## src/rtl/cordic_pkg.sv

```systemverilog
// Shared constants and types for the CORDIC cosine core's result path.
// It holds the Q1.31 input format defaults, the IEEE-754 single field widths,
// and a packed view of a single-precision word.
package cordic_pkg;

    localparam int FRAC_BITS_DEF  = 31;    // bit 31 of the magnitude weighs 1.0
    localparam int EXP_BIAS_DEF   = 127;   // IEEE-754 single exponent bias
    localparam int EXP_OFFSET_DEF = EXP_BIAS_DEF - FRAC_BITS_DEF;  // 96

    localparam int SIGN_W = 1;
    localparam int EXP_W  = 8;
    localparam int MANT_W = 23;

    localparam logic [31:0] FP_ZERO = 32'h0000_0000;

    typedef struct packed {
        logic [SIGN_W-1:0] sign;
        logic [EXP_W-1:0]  exp;
        logic [MANT_W-1:0] mant;
    } fp32_t;

endpackage

```

## src/rtl/leading_one_detect32.sv

```systemverilog
// Combinational leading-one detector.
// Ports:
//   value : 32-bit input word
//   pos   : bit index (0..31 from LSB) of the most significant set bit
//   zero  : 1 when value has no set bit (pos is then 0 and meaningless)
module leading_one_detect32 (
    input  logic [31:0] value,
    output logic [4:0]  pos,
    output logic        zero
);

    // Ascending scan: the last set bit seen is the highest one.
    always_comb begin
        pos = 5'd0;
        for (int i = 0; i < 32; i++) begin
            if (value[i]) begin
                pos = 5'(i);
            end
        end
    end

    assign zero = ~|value;

endmodule

```

## src/rtl/cordic_fx2fp_pack.sv

```systemverilog
// Three-stage pipelined Q1.31 magnitude + sign to IEEE-754 single converter,
// round-to-nearest-even.
// Ports:
//   clock     : rising-edge clock
//   aclr      : asynchronous active-high clear of all pipeline state
//   clk_en    : global advance enable; low freezes every register
//   in_valid / in_ready / in_mag / in_sign : input word handshake
//   out_valid / out_ready / out_fp         : result handshake
//
// Handshake: a word moves across an interface on any rising edge where
// valid and ready are both 1. A producer holding valid keeps its data
// stable until that edge; ready never depends on the valid of the same
// interface. out_fp/out_valid stay constant while out_ready is 0.
//
// Stages: S1 = input register (+ leading-one search on its output),
//         S2 = normalised mantissa/guard/sticky/exponent,
//         S3 = rounded, packed output register (out_fp/out_valid).
module cordic_fx2fp_pack
    import cordic_pkg::*;
#(
    parameter int FRAC_BITS = FRAC_BITS_DEF,
    parameter int EXP_BIAS  = EXP_BIAS_DEF
) (
    input  logic        clock,
    input  logic        aclr,
    input  logic        clk_en,
    input  logic        in_valid,
    output logic        in_ready,
    input  logic [31:0] in_mag,
    input  logic        in_sign,
    output logic        out_valid,
    input  logic        out_ready,
    output logic [31:0] out_fp
);

    localparam int EXP_OFFSET = EXP_BIAS - FRAC_BITS;

    // Stage registers
    logic        s1_valid;
    logic        s1_sign;
    logic [31:0] s1_mag;

    logic        s2_valid;
    logic        s2_sign;
    logic        s2_zero;
    logic [22:0] s2_m;
    logic        s2_g;
    logic        s2_s;
    logic [7:0]  s2_e;

    // A stage may take new content when it is empty or its content leaves
    // this cycle; bubbles therefore collapse.
    logic s3_free;
    logic s2_free;
    logic s1_free;

    assign s3_free  = !out_valid || out_ready;
    assign s2_free  = !s2_valid  || s3_free;
    assign s1_free  = !s1_valid  || s2_free;
    assign in_ready = clk_en && s1_free;

    // S1 -> S2 combinational path: leading one, normalise, exponent
    logic [4:0]  s1_pos;
    logic        s1_zero;
    logic [31:0] s1_norm;
    logic [7:0]  s1_e;

    leading_one_detect32 u_lod (
        .value (s1_mag),
        .pos   (s1_pos),
        .zero  (s1_zero)
    );

    // Shift the leading one up to bit 31; bit 31 becomes the hidden bit.
    assign s1_norm = s1_mag << (5'd31 - s1_pos);
    assign s1_e    = 8'(EXP_OFFSET) + {3'b000, s1_pos};

    // S2 -> S3 combinational path: round to nearest even and pack
    logic        round_up;
    logic [23:0] m_sum;
    logic [7:0]  e_fin;
    fp32_t       packed_fp;

    always_comb begin
        round_up = s2_g & (s2_s | s2_m[0]);
        m_sum    = {1'b0, s2_m} + {23'd0, round_up};
        // A carry out of the mantissa leaves m_sum[22:0] = 0 and bumps the
        // exponent, i.e. 1.111..1 rounds to 2.0.
        e_fin    = s2_e + {7'd0, m_sum[23]};
        if (s2_zero) begin
            packed_fp = FP_ZERO;
        end else begin
            packed_fp.sign = s2_sign;
            packed_fp.exp  = e_fin;
            packed_fp.mant = m_sum[22:0];
        end
    end

    // S1: input register
    always_ff @(posedge clock or posedge aclr) begin
        if (aclr) begin
            s1_valid <= 1'b0;
            s1_sign  <= 1'b0;
            s1_mag   <= 32'd0;
        end else if (clk_en && s1_free) begin
            s1_valid <= in_valid;
            if (in_valid) begin
                s1_sign <= in_sign;
                s1_mag  <= in_mag;
            end
        end
    end

    // S2: normalised fields
    always_ff @(posedge clock or posedge aclr) begin
        if (aclr) begin
            s2_valid <= 1'b0;
            s2_sign  <= 1'b0;
            s2_zero  <= 1'b0;
            s2_m     <= 23'd0;
            s2_g     <= 1'b0;
            s2_s     <= 1'b0;
            s2_e     <= 8'd0;
        end else if (clk_en && s2_free) begin
            s2_valid <= s1_valid;
            if (s1_valid) begin
                s2_sign <= s1_sign;
                s2_zero <= s1_zero;
                s2_m    <= s1_norm[30:8];
                s2_g    <= s1_norm[7];
                s2_s    <= |s1_norm[6:0];
                s2_e    <= s1_e;
            end
        end
    end

    // S3: output register
    always_ff @(posedge clock or posedge aclr) begin
        if (aclr) begin
            out_valid <= 1'b0;
            out_fp    <= FP_ZERO;
        end else if (clk_en && s3_free) begin
            out_valid <= s2_valid;
            if (s2_valid) begin
                out_fp <= packed_fp;
            end
        end
    end

endmodule

```

## config.mk

```make
export PLATFORM = sky130hd
export DESIGN_NAME = cordic_fx2fp_pack
export DESIGN_NICKNAME = d
export VERILOG_FILES = /design/src/rtl/cordic_pkg.sv /design/src/rtl/leading_one_detect32.sv /design/src/rtl/cordic_fx2fp_pack.sv
export SDC_FILE = /design/constraint.sdc
export NUM_CORES = 1
export LEC_CHECK = 0
export ABC_CLOCK_PERIOD_IN_PS = 3500
export CAP_MARGIN = 20
export CORE_ASPECT_RATIO = 0.8
export CORE_UTILIZATION = 57
export DETAILED_ROUTE_END_ITERATION = 10
export PLACE_DENSITY = 0.81
export RECOVER_POWER = 100
export SLEW_MARGIN = 15
export SYNTH_ARGS = -nofsm -noshare
export SYNTH_HDL_FRONTEND = slang
export SYNTH_HIERARCHICAL = 1
export SYNTH_SLANG_ARGS = --single-unit
```

## constraint.sdc

```tcl
create_clock -name clock -period 3.5 [get_ports clock]
set_input_delay 0.35 -clock clock [delete_from_list [all_inputs] [get_ports clock]]
set_output_delay 0.35 -clock clock [all_outputs]
set_load 0.05 [all_outputs]
```

# == Word level (Yosys, flattened, before mapping) ==
# Cells that the tools add are included.
# word_totals
out_inout_bits,34
inputBits,38
regBits,103
word_cells,66
# classes
n_mux,32
n_addsub,4
n_bitwise,2
shift,1
n_reduce_logical,15
# ops
op,count
$mux 5,16
$mux 32,1
$mux 4,8
$reduce_or 32->1,1
$shl 32x5->31,1
$add 23x1->24,1
$mux 3,4
$add 7x5->8 const A,1
$add 8x1->8,1
$reduce_or 7->1,1
$reduce_and 2->1,3
$sub 5x5->5 const A,1
$logic_not 1->1,4
$mux 2,2
$logic_and 1x1->1,3
$logic_or 1x1->1,3
$and 1x1->1,1
$mux 1,1
$or 1x1->1,1

# == Logic depth before layout (Yosys ltp) ==
# logic_depth
ltp_word,34
mapped_depth,13
mapped_depth_nobuf,10

# == Modules after synthesis ==
# Netlist, hierarchy kept.
# by_module_without_submodules
module,cells_per_inst,area_each_um2,n_inst,seq_area_each_um2
cordic_fx2fp_pack,556,5894.4,1,2527.4
leading_one_detect32,65,334.1,1,0.0

# == Least setup slack after synthesis ==
# Ideal clock, no wire load.
# synth_path
path_kind,register to register
start,reg out_valid
end,reg s1_mag[14]
required_time_ps,3375
path_stages_with_launch,6
synth_period_minus_slack_ps,3114
setup_time_ps,125
arrival_ps,2989
slack_ps,386
n_path_buf,1
path_cell_list,dfrtp_1 > and3b_1 > a21boi_0 > nand2_1 > buf_1 > mux2_2
# synth_via
elab_chain_cells,6
# synth_rtl
element,line_no,rtl
"start, declared",cordic_fx2fp_pack.sv:31,"output logic out_valid,"
"start signal, assigned",cordic_fx2fp_pack.sv:143,out_valid <= s2_valid;
$logic_not 1->1,cordic_fx2fp_pack.sv:57,assign s3_free = !out_valid || out_ready;
$logic_or 1x1->1,cordic_fx2fp_pack.sv:57,
$logic_or 1x1->1,cordic_fx2fp_pack.sv:58,assign s2_free = !s2_valid || s3_free;
$logic_or 1x1->1,cordic_fx2fp_pack.sv:59,assign s1_free = !s1_valid || s2_free;
$logic_and 1x1->1,--,
net in_ready,cordic_fx2fp_pack.sv:28,"output logic in_ready,"
$reduce_and 2->1 (no source line),--,
"end signal, assigned",cordic_fx2fp_pack.sv:109,s1_mag <= in_mag;
"end, declared",cordic_fx2fp_pack.sv:41,logic [31:0] s1_mag;
# The timed path passes the listed nets, and every way through them passes these cells.
# A chain may end at the register's enable or synchronous reset.

# == Worst setup path after layout ==
# layout_path
start,reg s1_mag[5]
end,reg s2_m[13]
# layout_via
elab_chain_cells,29
# layout_rtl
element,line_no,rtl
$mux 3 (3 in series),leading_one_detect32.sv:16,if (value[i]) begin
$mux 4 (8 in series),leading_one_detect32.sv:16,
$mux 5 (16 in series),leading_one_detect32.sv:16,
net s1_pos[2],cordic_fx2fp_pack.sv:63,logic [4:0] s1_pos;
$sub 5x5->5,cordic_fx2fp_pack.sv:75,assign s1_norm = s1_mag << (5'd31 - s1_pos);
$shl 32x5->31,cordic_fx2fp_pack.sv:75,
"end signal, assigned",cordic_fx2fp_pack.sv:129,s2_m <= s1_norm[30:8];
"end, declared",cordic_fx2fp_pack.sv:46,logic [22:0] s2_m;
# The timed path passes the listed nets, and every way through them passes these cells.

==> reports/results.ini <==
[sta]
rsz0062_at_grt = no
final-setup-viol-count = 0
fmaxAchievable_mhz = 294
fin_skew_ns = 0.00727
finalCritPeriodShare_pct = 97.3
worstMarginPinSlew_ns = 2.15
tns_ns = 0
slew_violations = 94
hold_viol = 0
worst_slew_margin_rel_pct = -43.4
period_minus_slack_ns = 3.40

[power_and_ir_drop]
p_per_area_mw_per_mm2 = 739
p_total_mw = 5.64
p_clk_share_pct = 17.3
swShare_pct = 43.9
leakage_nw = 3.36
power_switching_mw = 2.48
p_int_mw = 3.16
peakVddDrop_uv = 379
pwr-share-comb_pct = 48.0
seqPwrFrac_pct = 34.7

[finish]
layout_commonest_cell = dfrtp_1
antenna_cells = 0
drive_above_1_share_pct = 19.3
area.growth.synth_to_final_pct = 22.5
final_cell_mix = 101 x dfrtp_1, 75 x nand2_1, 52 x mux2_2
nNetsFinal = 756
final_cells = 859

[critical_path]
start_kind = flip-flop
reg2regPathDepth = 11
required_ns = 3.73
cp_max_fo = 14
reg2reg_slack_ns = 0.1
crit_type = reg -> reg
worstPathArrival_ns = 3.64
r2r_end = s2_m[13]
worstSetupEndpointType = flip-flop
reg2reg_from = s1_mag[5]

[global_route]
grt_pass1_wl_mm = 27.8
grt_pass1_vias = 5245
grt_remaining_overflow = 0
grt_max_degree = 60
grtUsageTotal_pct = 31.6
antenna_found_initial = 0

[placed_design]
dp_cells = 833
io_buffers = 71
place_hpwl_mm = 12.6
routabilityCongestion = 0.983

[drt]
drt_iter0_markers = 477
post_drt_wl_per_cell_um = 20.0
drtPass1Iterations = 8
drc = 0
ant_nets = 0
num_vias = 5485
routed_wl_mm = 17.2
drt-vias-per-instance = 6.39

[synth]
synth.area.top_cells = dfrtp_1 41%, mux2_2 9.4%, mux2i_1 6.3%, mux4_2 5.1%, nand2_1 4.5%
yosysSeqAreaShare_pct = 40.6
ys_ff_latch = 101
yosysTopAreaCell = dfrtp_1
avgSynthCellArea_sq_um = 10.0
syn_inst = 621
synthArstFlopShare_pct = 100
yosysTopAreaCellShare_pct = 40.6
synth_edf_count = 0
synth_area_sq_mm = 0.00623
ys.warnings.count = 6
synth_ff_type = dfrtp_1
yosysUniqueCellTypes = 54
synth_fp_nets = 663

[clocking]
clock-sinks = 101
cts_root_buffer = clkbuf_16
cts_buffer_depth = 2
htreeDepth = 3
clk_pin_slew_ns = 0.07
cts_buffers = 9
clk_latency_ns = 0.35
cts_tree = done

[floorplan]
chipWidth_um = 119
ios = 72
design.core.area_sq_mm = 0.0104
start_util_pct = 59.6
std_cell_rows = 33
die_area_sq_mm = 0.0114
die_h_um = 95.5

[hold_path]
holdPathStages = 1
hold_end = out_fp[29]
hold_start = out_fp[29]
hp-class = reg -> reg

[run]
drv_cap = 2

[status]
outcome = finished with violations
violations = capacitance limit, slew limit

## cells by family (layout without fill, tap and decap cells)
logic type / after synthesis / after routing / share of synthesized area, %
compound gates: 130 / 130 / 14.2
buf+inv: 53 / 151 / 4.42
simple gates: 200 / 200 / 15.1
mux: 107 / 107 / 21.2
xor+xnor: 26 / 26 / 3.66
flops: 101 / 101 / 40.6
fa+ha+maj: 4 / 4 / 0.804
## how the worst max path moves through the flow
stage                  to  slack (ns)  cells past startpoint  startpoint
6_report         s2_m[13]         0.1                     11   s1_mag[5]
5_1_grt          s2_m[21]       0.005                     12   s1_mag[5]
4_1_cts          s2_m[13]        0.08                     10  s1_mag[14]
3_5_place_dp     s2_m[15]        0.08                     10  s1_mag[14]
3_3_place_gp     s2_m[13]        0.17                     10  s1_mag[14]
2_1_floorplan  s1_mag[14]        0.39                      5   out_valid
## timing repair
action,4_1_cts,5_1_grt
endpoints found under the setup margin,0,17
gates resized for setup,0,3
hold buffers,0,0
setup buffers,0,10
## registers in the layout (all words and copies together), names as in the netlist
| name | count |
|---|---|
| s2_s | 1 |
| out_valid | 1 |
| s2_zero | 1 |
| s1_valid | 1 |
| s1_sign | 1 |
| s2_g | 1 |
| s2_valid | 1 |
| s2_m | 23 |
| out_fp | 32 |
| s1_mag | 32 |
| s2_e | 6 |
| s2_sign | 1 |
## per-layer routing
metal,track usage (%),wire length [um]
met3,7.42,1550
met2,48.8,7840
met4,8.12,297
met5,0,0
met1,44.8,7460
## synth_stat cells (all sizes together) (2+ instances only)
cell type  count
a211o          5
a21boi         3
a21o           4
a21oi         17
a221o         12
a221oi         6
a222oi         2
a22o           5
a22oi          5
and2           2
and3           5
buf           18
clkbuf        20
dfrtp        101
ha             4
inv           15
mux2          54
mux2i         39
mux4          14
nand2         75
nand2b         9
nand3         17
nand4          3
nor2          33
nor2b          5
nor3          27
nor4          10
o211ai         4
o21a           3
o21ai         41
o221ai         4
o22a           2
o22ai          7
o31ai          7
or2            3
or3            4
xnor2         20
xor2           6
## power by group through the flow
| stage | Combinational, mW | Clock, mW | Sequential, mW |
|---|---|---|---|
| floorplan | 1.23 | 0 | 2.49 |
| global placement | 2.64 | 0 | 1.95 |
| detailed placement | 2.68 | 0 | 1.97 |
| CTS | 2.70 | 0.983 | 1.95 |
| global route | 2.89 | 1.02 | 2.00 |
| finish | 2.71 | 0.975 | 1.96 |
## critical path, stage by stage (launching register included)
cell,delay (ns)
dfrtp_1,0.51
nor4_2,0.44
o21ai_0,0.23
a21boi_0,0.39
o21ai_4,0.11
buf_12,0.18
buf_4,0.14
mux2_2,0.27
mux4_2,0.52
nand2_1,0.10
o21ai_1,0.07
a221o_1,0.32
## layout make-up
| type | instances | area [sq um] |
|---|---|---|
| multi-input combinational | 467 | 3460 |
| fill | 780 | 2820 |
| sequential | 101 | 2530 |
| timing repair buffer | 120 | 1120 |
| clock buffer | 10 | 229 |
| tap | 140 | 175 |
| clock inverter | 6 | 56.3 |
| inverter | 15 | 56.3 |
## per-stage QoR
step	worst slack (ns)	area (sq um)	util [%]	hold slack, ns
finish	0.0951	7630	73.0	0.472
global route	0.00512	7630	73.0	0.506
CTS	0.0839	7540	72.1	0.482
detailed placement	0.0840	7250	69.4	0.465
global placement	0.169	7250	69.4	0.461
floorplan	0.386	6230	-	0.450
Power figures use the tool's default switching activity.
